## config.mk

```make
export PLATFORM = sky130hd
export DESIGN_NAME = avalon_stream_buffer_flat
export DESIGN_NICKNAME = d
export VERILOG_FILES = /design/src/rtl/avalon_pkg.sv /design/src/rtl/avalon_st_if.sv /design/src/rtl/avalon_stream_buffer_wrap_ctr.sv /design/src/rtl/avalon_stream_buffer.sv /design/src/flat_wrapper.sv
export SDC_FILE = /design/constraint.sdc
export NUM_CORES = 1
export LEC_CHECK = 0
export BUFFER_PORTS_ARGS = -buffer_cell sky130_fd_sc_hd__buf_2
export CAP_MARGIN = 20
export CORE_UTILIZATION = 50
export DETAILED_ROUTE_END_ITERATION = 7
export GPL_TIMING_DRIVEN = 1
export PLACE_DENSITY = 0.72
export SLEW_MARGIN = 20
export SYNTH_ARGS = -nofsm -noshare
export SYNTH_HDL_FRONTEND = slang
export SYNTH_HIERARCHICAL = 1
export SYNTH_SLANG_ARGS = --single-unit
```

## constraint.sdc

```tcl
create_clock -name clk -period 3.7 [get_ports clk]
set_input_delay 0.37 -clock clk [delete_from_list [all_inputs] [get_ports clk]]
set_output_delay 0.37 -clock clk [all_outputs]
set_load 0.1 [all_outputs]
```

## src/rtl/avalon_pkg.sv

```systemverilog
// Shared types and helpers for the Avalon-ST buffering blocks.
package avalon_pkg;

    typedef enum logic {
        MODE_CUT_THROUGH = 1'b0,
        MODE_STORE_FWD   = 1'b1
    } buffer_mode_e;

    // A pointer into a depth-entry ring; at least one bit so DEPTH=1-style corner widths stay legal.
    function automatic int ptr_w(input int depth);
        int w;
        w = $clog2(depth);
        return (w < 1) ? 1 : w;
    endfunction

endpackage

```

## src/rtl/avalon_st_if.sv

```systemverilog
// Avalon-ST link: payload (data, empty, sop, eop) with vld/rdy handshake.
// A beat transfers on a rising clk edge where vld & rdy; once vld is high the
// master holds vld and payload stable until that transfer happens.
interface avalon_st_if #(
    parameter int DATA_WIDTH = 8,
    parameter int META_WIDTH = 2
);
    logic [DATA_WIDTH-1:0] data;
    logic [META_WIDTH-1:0] empty;
    logic                  sop;
    logic                  eop;
    logic                  vld;
    logic                  rdy;

    modport master (output data, empty, sop, eop, vld, input rdy);
    modport slave  (input data, empty, sop, eop, vld, output rdy);
endinterface

```

## src/rtl/avalon_stream_buffer_wrap_ctr.sv

```systemverilog
// Ring pointer: counts 0..MAX-1 and wraps, with synchronous clear.
module avalon_stream_buffer_wrap_ctr
    import avalon_pkg::*;
#(
    parameter int  MAX = 4,
    localparam int W   = ptr_w(MAX)
) (
    input  logic         clk,
    input  logic         rst_n,
    input  logic         clr,
    input  logic         en,
    output logic [W-1:0] cnt
);

    always_ff @(posedge clk) begin
        if (!rst_n || clr) begin
            cnt <= '0;
        end else if (en) begin
            cnt <= (cnt == W'(MAX - 1)) ? '0 : cnt + W'(1);
        end
    end

endmodule

```

## src/rtl/avalon_stream_buffer.sv

```systemverilog
// Avalon-ST elastic buffer: circular store of DEPTH beats, cut-through or
// store-and-forward release, synchronous flush, occupancy status.
module avalon_stream_buffer
    import avalon_pkg::*;
#(
    parameter int           DEPTH            = 4,
    parameter buffer_mode_e MODE             = MODE_CUT_THROUGH,
    parameter bit           SUPPRESS_WARNING = 1'b0,
    localparam int          PW               = ptr_w(DEPTH),
    localparam int          LW               = $clog2(DEPTH + 1)
) (
    input  logic          clk,
    input  logic          rst_n,
    input  logic          flush,
    avalon_st_if.slave    msg_in,
    avalon_st_if.master   msg_out,
    output logic [LW-1:0] level,
    output logic [LW-1:0] pkt_count,
    output logic          full,
    output logic          empty
);

    localparam int DW = $bits(msg_in.data);
    localparam int MW = $bits(msg_in.empty);
    localparam int BW = DW + MW + 2;

    if ($bits(msg_in.data) != $bits(msg_out.data)) begin : g_dw_chk
        $fatal(1, "avalon_stream_buffer: msg_in/msg_out DATA_WIDTH differ");
    end
    if (DEPTH < 2 || DEPTH > 64) begin : g_depth_chk
        $fatal(1, "avalon_stream_buffer: DEPTH %0d outside 2..64", DEPTH);
    end
    if (DEPTH > 16 && !SUPPRESS_WARNING) begin : g_depth_warn
        $warning("avalon_stream_buffer: DEPTH %0d is large for a register store", DEPTH);
    end

    logic [BW-1:0] mem [DEPTH];
    logic [PW-1:0] wr_ptr;
    logic [PW-1:0] rd_ptr;
    logic          push;
    logic          pop;
    logic          release_ok;

    assign full       = (level == LW'(DEPTH));
    assign empty      = (level == '0);
    // rdy depends only on registered level and flush, never on msg_out.rdy.
    assign msg_in.rdy = ~full & ~flush;
    assign push       = msg_in.vld & msg_in.rdy;

    // The full override keeps packets longer than DEPTH moving in store-forward mode.
    assign release_ok = (MODE == MODE_CUT_THROUGH) ? 1'b1 : ((pkt_count != '0) | full);
    assign msg_out.vld = ~empty & release_ok & ~flush;
    assign pop         = msg_out.vld & msg_out.rdy;

    assign {msg_out.sop, msg_out.eop, msg_out.empty, msg_out.data} = mem[rd_ptr];

    always_ff @(posedge clk) begin
        if (push) begin
            mem[wr_ptr] <= {msg_in.sop, msg_in.eop, msg_in.empty, msg_in.data};
        end
    end

    avalon_stream_buffer_wrap_ctr #(.MAX(DEPTH)) u_wr_ptr (
        .clk   (clk),
        .rst_n (rst_n),
        .clr   (flush),
        .en    (push),
        .cnt   (wr_ptr)
    );

    avalon_stream_buffer_wrap_ctr #(.MAX(DEPTH)) u_rd_ptr (
        .clk   (clk),
        .rst_n (rst_n),
        .clr   (flush),
        .en    (pop),
        .cnt   (rd_ptr)
    );

    always_ff @(posedge clk) begin
        if (!rst_n || flush) begin
            level     <= '0;
            pkt_count <= '0;
        end else begin
            case ({push, pop})
                2'b10:   level <= level + LW'(1);
                2'b01:   level <= level - LW'(1);
                default: level <= level;
            endcase
            case ({push & msg_in.eop, pop & msg_out.eop})
                2'b10:   pkt_count <= pkt_count + LW'(1);
                2'b01:   pkt_count <= pkt_count - LW'(1);
                default: pkt_count <= pkt_count;
            endcase
        end
    end

endmodule

```

## src/flat_wrapper.sv

```systemverilog
// flat-port wrapper written by rule: the top's interface ports become plain ports
module avalon_stream_buffer_flat import avalon_pkg::*;
#(
    parameter int           DEPTH            = 4,
    parameter buffer_mode_e MODE             = MODE_CUT_THROUGH,
    parameter bit           SUPPRESS_WARNING = 1'b0,
    localparam int          PW               = ptr_w(DEPTH),
    localparam int          LW               = $clog2(DEPTH + 1)
)
  (clk, rst_n, flush, level, pkt_count, full, empty, msg_in_data, msg_in_empty, msg_in_sop, msg_in_eop, msg_in_vld, msg_in_rdy, msg_out_data, msg_out_empty, msg_out_sop, msg_out_eop, msg_out_vld, msg_out_rdy);
  avalon_st_if #(.DATA_WIDTH(8), .META_WIDTH(2)) msg_in_i ();
  avalon_st_if #(.DATA_WIDTH(8), .META_WIDTH(2)) msg_out_i ();
  input  logic clk;
  input  logic rst_n;
  input  logic flush;
  output logic [LW-1:0] level;
  output logic [LW-1:0] pkt_count;
  output logic full;
  output logic empty;
  input wire logic [$bits(msg_in_i.data)-1:0] msg_in_data;
  input wire logic [$bits(msg_in_i.empty)-1:0] msg_in_empty;
  input wire logic [$bits(msg_in_i.sop)-1:0] msg_in_sop;
  input wire logic [$bits(msg_in_i.eop)-1:0] msg_in_eop;
  input wire logic [$bits(msg_in_i.vld)-1:0] msg_in_vld;
  output wire logic [$bits(msg_in_i.rdy)-1:0] msg_in_rdy;
  output wire logic [$bits(msg_out_i.data)-1:0] msg_out_data;
  output wire logic [$bits(msg_out_i.empty)-1:0] msg_out_empty;
  output wire logic [$bits(msg_out_i.sop)-1:0] msg_out_sop;
  output wire logic [$bits(msg_out_i.eop)-1:0] msg_out_eop;
  output wire logic [$bits(msg_out_i.vld)-1:0] msg_out_vld;
  input wire logic [$bits(msg_out_i.rdy)-1:0] msg_out_rdy;
  assign msg_in_i.data = msg_in_data;
  assign msg_in_i.empty = msg_in_empty;
  assign msg_in_i.sop = msg_in_sop;
  assign msg_in_i.eop = msg_in_eop;
  assign msg_in_i.vld = msg_in_vld;
  assign msg_in_rdy = msg_in_i.rdy;
  assign msg_out_data = msg_out_i.data;
  assign msg_out_empty = msg_out_i.empty;
  assign msg_out_sop = msg_out_i.sop;
  assign msg_out_eop = msg_out_i.eop;
  assign msg_out_vld = msg_out_i.vld;
  assign msg_out_i.rdy = msg_out_rdy;
  avalon_stream_buffer #(.DEPTH(DEPTH), .MODE(MODE), .SUPPRESS_WARNING(SUPPRESS_WARNING)) u_core (.clk(clk), .rst_n(rst_n), .flush(flush), .msg_in(msg_in_i), .msg_out(msg_out_i), .level(level), .pkt_count(pkt_count), .full(full), .empty(empty));
endmodule
```

==> summary.md, run 1 <==
| Metric | Value |
|---|---|
| Max Freq | `420 MHz` |
| Crit share post-route | `64.4%` |
| Die H | `70.2 um` |
| Peak supply drop | `0.229 mV` |
| # diodes | `0` |
| Post-CTS Setup Bufs | `0` |
| Placed insts | `around 220` |
| CTS root buf | `clkbuf_8` |
| Worst flop-to-flop path endpoint | `u_core/pkt_count[2]` |
| CP bufs+invs | `2` |
| Leak | `approximately 1.0 nW` |
| Initial core utilization | `around 53%` |
| Aggregate global routing overflow | `0` |
| Via density per instance | `5.30` |
| Syn nets | `153` |
| Worst-Skew Late Latency | `0.32 ns` |
| Remaining DRCs | `0` |
| Row count | `24` |
| Worst-case reg-to-reg path depth | `10` |
| Post-CTS Hold Buffers | `0` |
| Largest net degree at the start of global routing | `15` |
| Crit path DAT | `2.63 ns` |
| Worst-Margin Slew | `~1.1 ns` |
| Post-synthesis sequential area ratio | `70.6%` |
| TritonCTS Sinks | `slightly below 60` |
| Die X | `between 70 and 80 um` |
| Port Buffer Count | `38` |
| Antenna Nets Post-Route | `0` |
| R2R Setup Slk | `1.32 ns` |
| Number of global-route vias before repair | `around 1,400` |
| Most frequent cells in the layout | `edfxtp_1 (48), buf_2 (38), clkbuf_8 (12), mux4_2 (12), nor2_1 (9)` |
| Share of cells above drive strength 1 | `roughly 43%` |
| Core Footprint | `around 4400 um^2` |
| Final Max Tran Viols | `0` |
| Slowest cell on the critical path | `or3b_4` |
| Final Critical Period | `between 2 and 2.5 ns` |
| Routability Congestion | `about 0.71` |
| First-pass iteration count of the detailed router | `4` |
| Critical path's largest stage delay | `about 0.4 ns` |
| WL final | `between 3000 and 4000 um` |
| RSZ-0062 raised after global routing | `no` |
| Global-route wire length before repair | `roughly 6600 um` |
| Worst path cell trace | `or3b_4 > nand3_4 > inv_4 > nand2_1 > ha_1 > inv_1 > fa_1 > xor2_1 > or3_1 > a21oi_1` |
| WP data required | `between 3 and 4 ns` |
| Crit Path Class | `reg2reg` |
| Wire length per cell | `between 15 and 20 um` |
| CP startpoint kind | `register` |
| Worst hold stages | `1` |
| Nets@finish | `slightly above 200` |
| Max-slew headroom | `~28%` |
| Hold slack | `between 0.2 and 0.3 ns` |
| Initial antenna violation count | `0` |
| Final HPWL DP | `between 2000 and 3000 um` |
| Syn_area_per_cell | `17.9 um^2` |
| Hold endpoint | `u_core/mem[1][3]` |
| Post-cts resize count | `0` |
| PwrDens | `~500 nW/um^2` |
| CTS tree | `built` |
| Setup-failing EPs final | `0` |
| Die Area | `approximately 4900 um^2` |
| Ports | `39` |
| Cells after Synth | `between 100 and 150` |
| All-Layer GR Usage | `roughly 19%` |
| Worst Hold Class | `in2reg` |
| CP Max Fanout | `5` |
| Yosys reg bits | `between 50 and 60` |
| Via count of the routed design | `between 1,000 and 1,500` |
| Clk buf depth | `2` |
| Filler cells | `about 330` |
| Area grow syn2layout | `21.8%` |
| Post-layout util | `between 60% and 70%` |
| Total CTS buffers | `9` |
| Worst Skew | `0.0103 ns` |
| Final TNS setup | `0 ns` |
| Max Cap Viol | `0` |
| Outcome | `completed` |
| Final Hold Fails | `0` |
| CP Capture Type | `register` |
| CP top delay family | `simple AND/OR/NAND/NOR gates` |
| Worst Hold Launch | `msg_in_data[3]` |
| Detailed Route Iter0 Violations | `95` |
| Most common cell after layout, fill and taps aside | `edfxtp_1` |
| Critical R2R Launch | `u_core/level[2]` |
| Syn Std Cell Area | `between 2000 and 2500 um^2` |
| Fin cells | `~240` |
| H-tree depth | `3` |
| Netlist cell types | `25` |
| Ys Warns | `6` |
| Clock Pin Slew Worst Setup and Hold Paths | `around 0.06 ns` |
layer usage:
metal | GRT usage, % | wire length (um) | part of all wire, %
met5 | 0 | 0 | 0
met2 | 29.5 | 2000 | 51
met4 | 9.78 | 55 | 1.4
met3 | 8.37 | 202 | 5.2
met1 | 21.1 | 1640 | 42
cells in the mapped netlist:
library cell	instances	area, um^2
o21ai_0	2	10.0
nand2_1	2	7.51
buf_4	1	7.51
inv_4	1	6.26
fa_1	2	40.0
edfxtp_1	48	1440
inv_1	8	30.0
mux2i_1	2	20.0
nor2_1	10	37.5
nor3b_1	2	15.0
nand3_4	1	17.5
buf_1	1	3.75
ha_1	4	50.1
dfxtp_1	10	200
and3_1	2	12.5
or3b_4	1	11.3
nor3_1	2	10.0
or3b_1	2	17.5
a21oi_1	4	20.0
a21oi_2	2	17.5
mux4_2	12	270
and2_1	1	6.26
or3_1	2	12.5
nand2b_1	4	25.0
xor2_1	4	35.0
report_power, final:
| group | leakage (nW) | switching, mW | total [mW] | internal (mW) |
|---|---|---|---|---|
| Combinational | 0.394 | 0.0913 | 0.118 | 0.0264 |
| Clock | 0.107 | 0.220 | 0.586 | 0.365 |
| Sequential | 0.518 | 0.00402 | 0.720 | 0.716 |
area by class of cell:
| type | instances | area, um^2 | share of cell area, % |
|---|---|---|---|
| Clock buffer | 14 | 173 | 6.10 |
| Clock inverter | 2 | 35.0 | 1.24 |
| Inverter | 9 | 36.3 | 1.28 |
| Multi-Input combinational cell | 61 | 664 | 23.5 |
| Sequential cell | 58 | 1650 | 58.1 |
| Tap cell | 52 | 65.1 | 2.30 |
| Timing Repair Buffer | 41 | 213 | 7.51 |
cell families (layout without fill, tap and decap cells):
kind of cell	count (synthesis)	count (layout)	synth area share, %
flip-flops	58	58	70.6
XOR/XNOR	4	4	1.51
AND/OR/NAND/NOR	29	29	7.43
adder cells (fa/ha/maj)	6	6	3.88
buffers and inverters	11	66	2.05
AO/OA/AOI/OAI	8	8	2.05
multiplexers	14	14	12.5
flip-flops by register name (all words and copies together) (netlist names):
register / flops
u_core/mem: 48
u_core/level: 3
u_core/pkt_count: 3
u_core/u_rd_ptr/cnt: 2
u_core/u_wr_ptr/cnt: 2
worst reg2reg max path: cells and delay by family (launching register included):
family / cells / cell delay [ns]
and+or+nand+nor: 4 / 0.92
adders and majority gates: 2 / 0.56
DFF: 1 / 0.37
xor gates and xnor gates: 1 / 0.16
AOI/OAI and AO/OA: 1 / 0.16
buffers and inverters: 2 / 0.13
stage by stage:
| stage | area [um^2] | worst slack (ns) | total power, mW |
|---|---|---|---|
| finish | 2830 | 1.32 | 1.42 |
| global route | 2830 | 1.22 | 1.48 |
| CTS | 2830 | 1.31 | 1.44 |
| detailed placement | 2620 | 1.35 | 0.852 |
| global placement | 2620 | 1.47 | 0.848 |
| floorplan | 2340 | 0.284 | 0.822 |
how the worst max path moves through the flow:
stage | from | to | slack (ns) | cells past startpoint
global route | u_core/level[2] | u_core/pkt_count[2] | 1.22 | 10
CTS | u_core/level[2] | u_core/pkt_count[2] | 1.31 | 10
floorplan | u_core/level[0] | u_core/level[2] | 0.28 | 9
detailed placement | u_core/level[2] | u_core/pkt_count[2] | 1.35 | 10
global placement | u_core/level[2] | u_core/pkt_count[2] | 1.47 | 10
finish | u_core/level[2] | u_core/pkt_count[2] | 1.32 | 10
Power figures use the tool's default switching activity.
==> inputs of run 2 (changes only) <==
--- a/config.mk
+++ b/config.mk
@@ -7,10 +7,10 @@
 export LEC_CHECK = 0
 export BUFFER_PORTS_ARGS = -buffer_cell sky130_fd_sc_hd__buf_2
 export CAP_MARGIN = 20
-export CORE_UTILIZATION = 50
+export CORE_UTILIZATION = 49
 export DETAILED_ROUTE_END_ITERATION = 7
 export GPL_TIMING_DRIVEN = 1
-export PLACE_DENSITY = 0.72
+export PLACE_DENSITY = 0.74
 export SLEW_MARGIN = 20
 export SYNTH_ARGS = -nofsm -noshare
 export SYNTH_HDL_FRONTEND = slang
==> constraint.sdc (replaced) <==
create_clock -name clk -period 2.1 [get_ports clk]
set_input_delay 0.21 -clock clk [delete_from_list [all_inputs] [get_ports clk]]
set_output_delay 0.21 -clock clk [all_outputs]
set_load 0.1 [all_outputs]
==> run 2 against run 1 <==
The flow now finishes with violations (setup timing). Sequential share of layout area decreased by 2.7 points. Non-clock buffer count increased by 13. Combinational power increased by 95%. Sequential cell count unchanged. Clock skew decreased by 0.0049 ns. Design area increased by 5.5%. Global-route usage increased by 2.3 points. First-iteration DRC count decreased by 31%. Count of clock-buffer cells in the layout decreased by 3. Critical path type unchanged. Critical endpoint unchanged. Largest power group unchanged.
==> summary.md, run 2 (synthesis gave the netlist of run 1 again) <==
| Metric | Value |
|---|---|
| Outcome | `complete, but fails checks` |
| Failing checks | `setup timing` |
| PwrDens | `between 800 and 900 nW/um^2` |
| Setup-failing EPs final | `2` |
| Max Cap Viol | `0` |
| Number of flip-flops in the largest register | `48` |
| WP data required | `between 2 and 2.5 ns` |
| Design area | `around 3000 um^2` |
| CTS root buf | `clkbuf_8` |
| TritonCTS Sinks | `58` |
| Area of the multi-input gates | `739 um^2` |
| Max Freq | `465 MHz` |
| Ports | `39` |
| Largest regs | `u_core/mem (48), u_core/level (3), u_core/pkt_count (3)` |
| Antenna Nets Post-Route | `0` |
| Worst setup margin | `-0.0522 ns` |
| Remaining DRCs | `0` |
| Nets@finish | `216` |
| Port Buffer Count | `38` |
| Global-route wire length before repair | `around 7400 um` |
| Die X | `between 70 and 80 um` |
| Share of cells above drive strength 1 | `between 50% and 60%` |
| Via density per instance | `approximately 5.4` |
| Row count | `24` |
| Final TNS setup | `-0.0914 ns` |
| Leak | `~1.1 nW` |
| Area grow syn2layout | `28.5%` |
| Post-layout util | `between 60% and 70%` |
| WL final | `4560 um` |
| Aggregate global routing overflow | `0` |
| Number of global-route vias before repair | `~1,500` |
| Overall power | `between 2 and 2.5 mW` |
| Final Max Tran Viols | `0` |
| Peak supply drop | `roughly 0.5 mV` |
| Wire length per cell | `roughly 18 um` |
| CP Max Fanout | `3` |
| Initial antenna violation count | `0` |
| Critical path's largest stage delay | `between 0.4 and 0.5 ns` |
| Top reg by flops | `u_core/mem` |
| Filler cells | `approximately 320` |
| Initial core utilization | `between 50% and 60%` |
| Via count of the routed design | `around 1,300` |
| Largest net degree at the start of global routing | `15` |
| FF+latch area | `around 1700 um^2` |
| Worst path cell trace | `or3b_4 > nand3_4 > inv_4 > nand2_4 > ha_4 > inv_2 > fa_2 > xor2_1 > or3_1 > a21oi_2` |
| Slowest cell on the critical path | `or3b_4` |
| Clock Pin Slew Worst Setup and Hold Paths | `roughly 0.06 ns` |
| CP startpoint kind | `register` |
| Worst-Skew Late Latency | `about 0.33 ns` |
| Crit path DAT | `~2.4 ns` |
| First-pass iteration count of the detailed router | `4` |
| Final Hold Fails | `0` |
| Routability Congestion | `between 0.7 and 0.8` |
| Most common cell after layout, fill and taps aside | `edfxtp_1` |
| Post-CTS Hold Buffers | `0` |
| CTS tree | `built` |
| Most frequent cells in the layout | `edfxtp_1 (48), buf_2 (38), buf_4 (15)` |
| Die H | `about 70 um` |
| Final HPWL DP | `a little over 3000 um` |
| RSZ-0062 raised after global routing | `yes` |
| Crit Path Class | `reg2reg` |
| Worst Skew | `around 0.0055 ns` |
| Clk buf depth | `2` |
| Core Footprint | `4440 um^2` |
| Worst Hold Class | `in2reg` |
| Total CTS buffers | `9` |
| All-Layer GR Usage | `roughly a fifth` |
| Final Critical Period | `~2.2 ns` |
| H-tree depth | `3` |
| Hold slack | `0.0976 ns` |
| # diodes | `0` |
| Post-place instance area | `between 2000 and 3000 um^2` |
| Detailed Route Iter0 Violations | `between 60 and 70` |
| Crit share post-route | `102%` |
| Die Area | `between 5000 and 6000 um^2` |
| Worst-Margin Slew | `approximately 0.66 ns` |
| CP Capture Type | `register` |
| Max-slew headroom | `between 50% and 60%` |
[run 2: cell count changes in the layout (fill, tap and decap cells not counted), moves of 3 or more]
cell      previous run  this run
buf_4                3        15
clkbuf_8            12         9
dfxtp_4              0         3
inv_1                8         5
[run 2: critical path, delay by kind of cell, from the launching register on]
family	cells	cell delay, ns
and+or+nand+nor	4	0.92
adders and majority gates	2	0.47
DFF	1	0.34
AOI/OAI and AO/OA	1	0.12
xor gates and xnor gates	1	0.16
buffers and inverters	2	0.07
[run 2: worst paths after layout]
kind	start	end	slack, ns	cells after the start
setup / recovery	u_core/level[0]	u_core/pkt_count[2]	-0.05	10
hold / removal	msg_in_data[1]	u_core/mem[0][1]	0.1	1
setup reg to reg	u_core/level[0]	u_core/pkt_count[2]	-0.05	10
hold reg to reg	u_core/pkt_count[2]	u_core/pkt_count[2]	0.55	2
[run 2: where the power goes]
group          internal [mW]  switching, mW  total, mW  leakage [nW]
registers               1.26        0.00591       1.26         0.520
logic                 0.0583          0.172      0.230         0.463
clock network          0.534          0.407      0.941        0.0906
total                   1.85          0.584       2.43          1.07
[run 2: cell type report]
| cell class | instances | share of cell area [%] |
|---|---|---|
| clock buffer | 11 | 4.40 |
| clock inverter | 4 | 1.47 |
| inverter | 9 | 1.34 |
| multi-input combinational | 61 | 24.7 |
| timing repair buffer | 54 | 10.5 |
| tap | 52 | 2.18 |
| sequential | 58 | 55.4 |
[run 2: per-stage QoR]
stage / worst slack (ns) / std cells
finish: -0.0522 / 249
global route: -0.122 / 249
CTS: -0.0746 / 249
detailed placement: -0.103 / 233
global placement: -0.00147 / 233
floorplan: -0.776 / 130
[run 2: per-layer routing]
metal,global-route usage (%),up-vias,routed length (um)
li1,-,619,-
met1,23.2,689,1810
met2,37.2,33,2470
met3,5.70,7,189
met4,10.0,0,93
met5,0,-,0
[run 2: repair_timing]
item / CTS / global route
resized for setup: 4 / 2
buffers inserted: 1 / 0
pin swaps: 3 / 1
setup endpoints to repair: 2 / 11
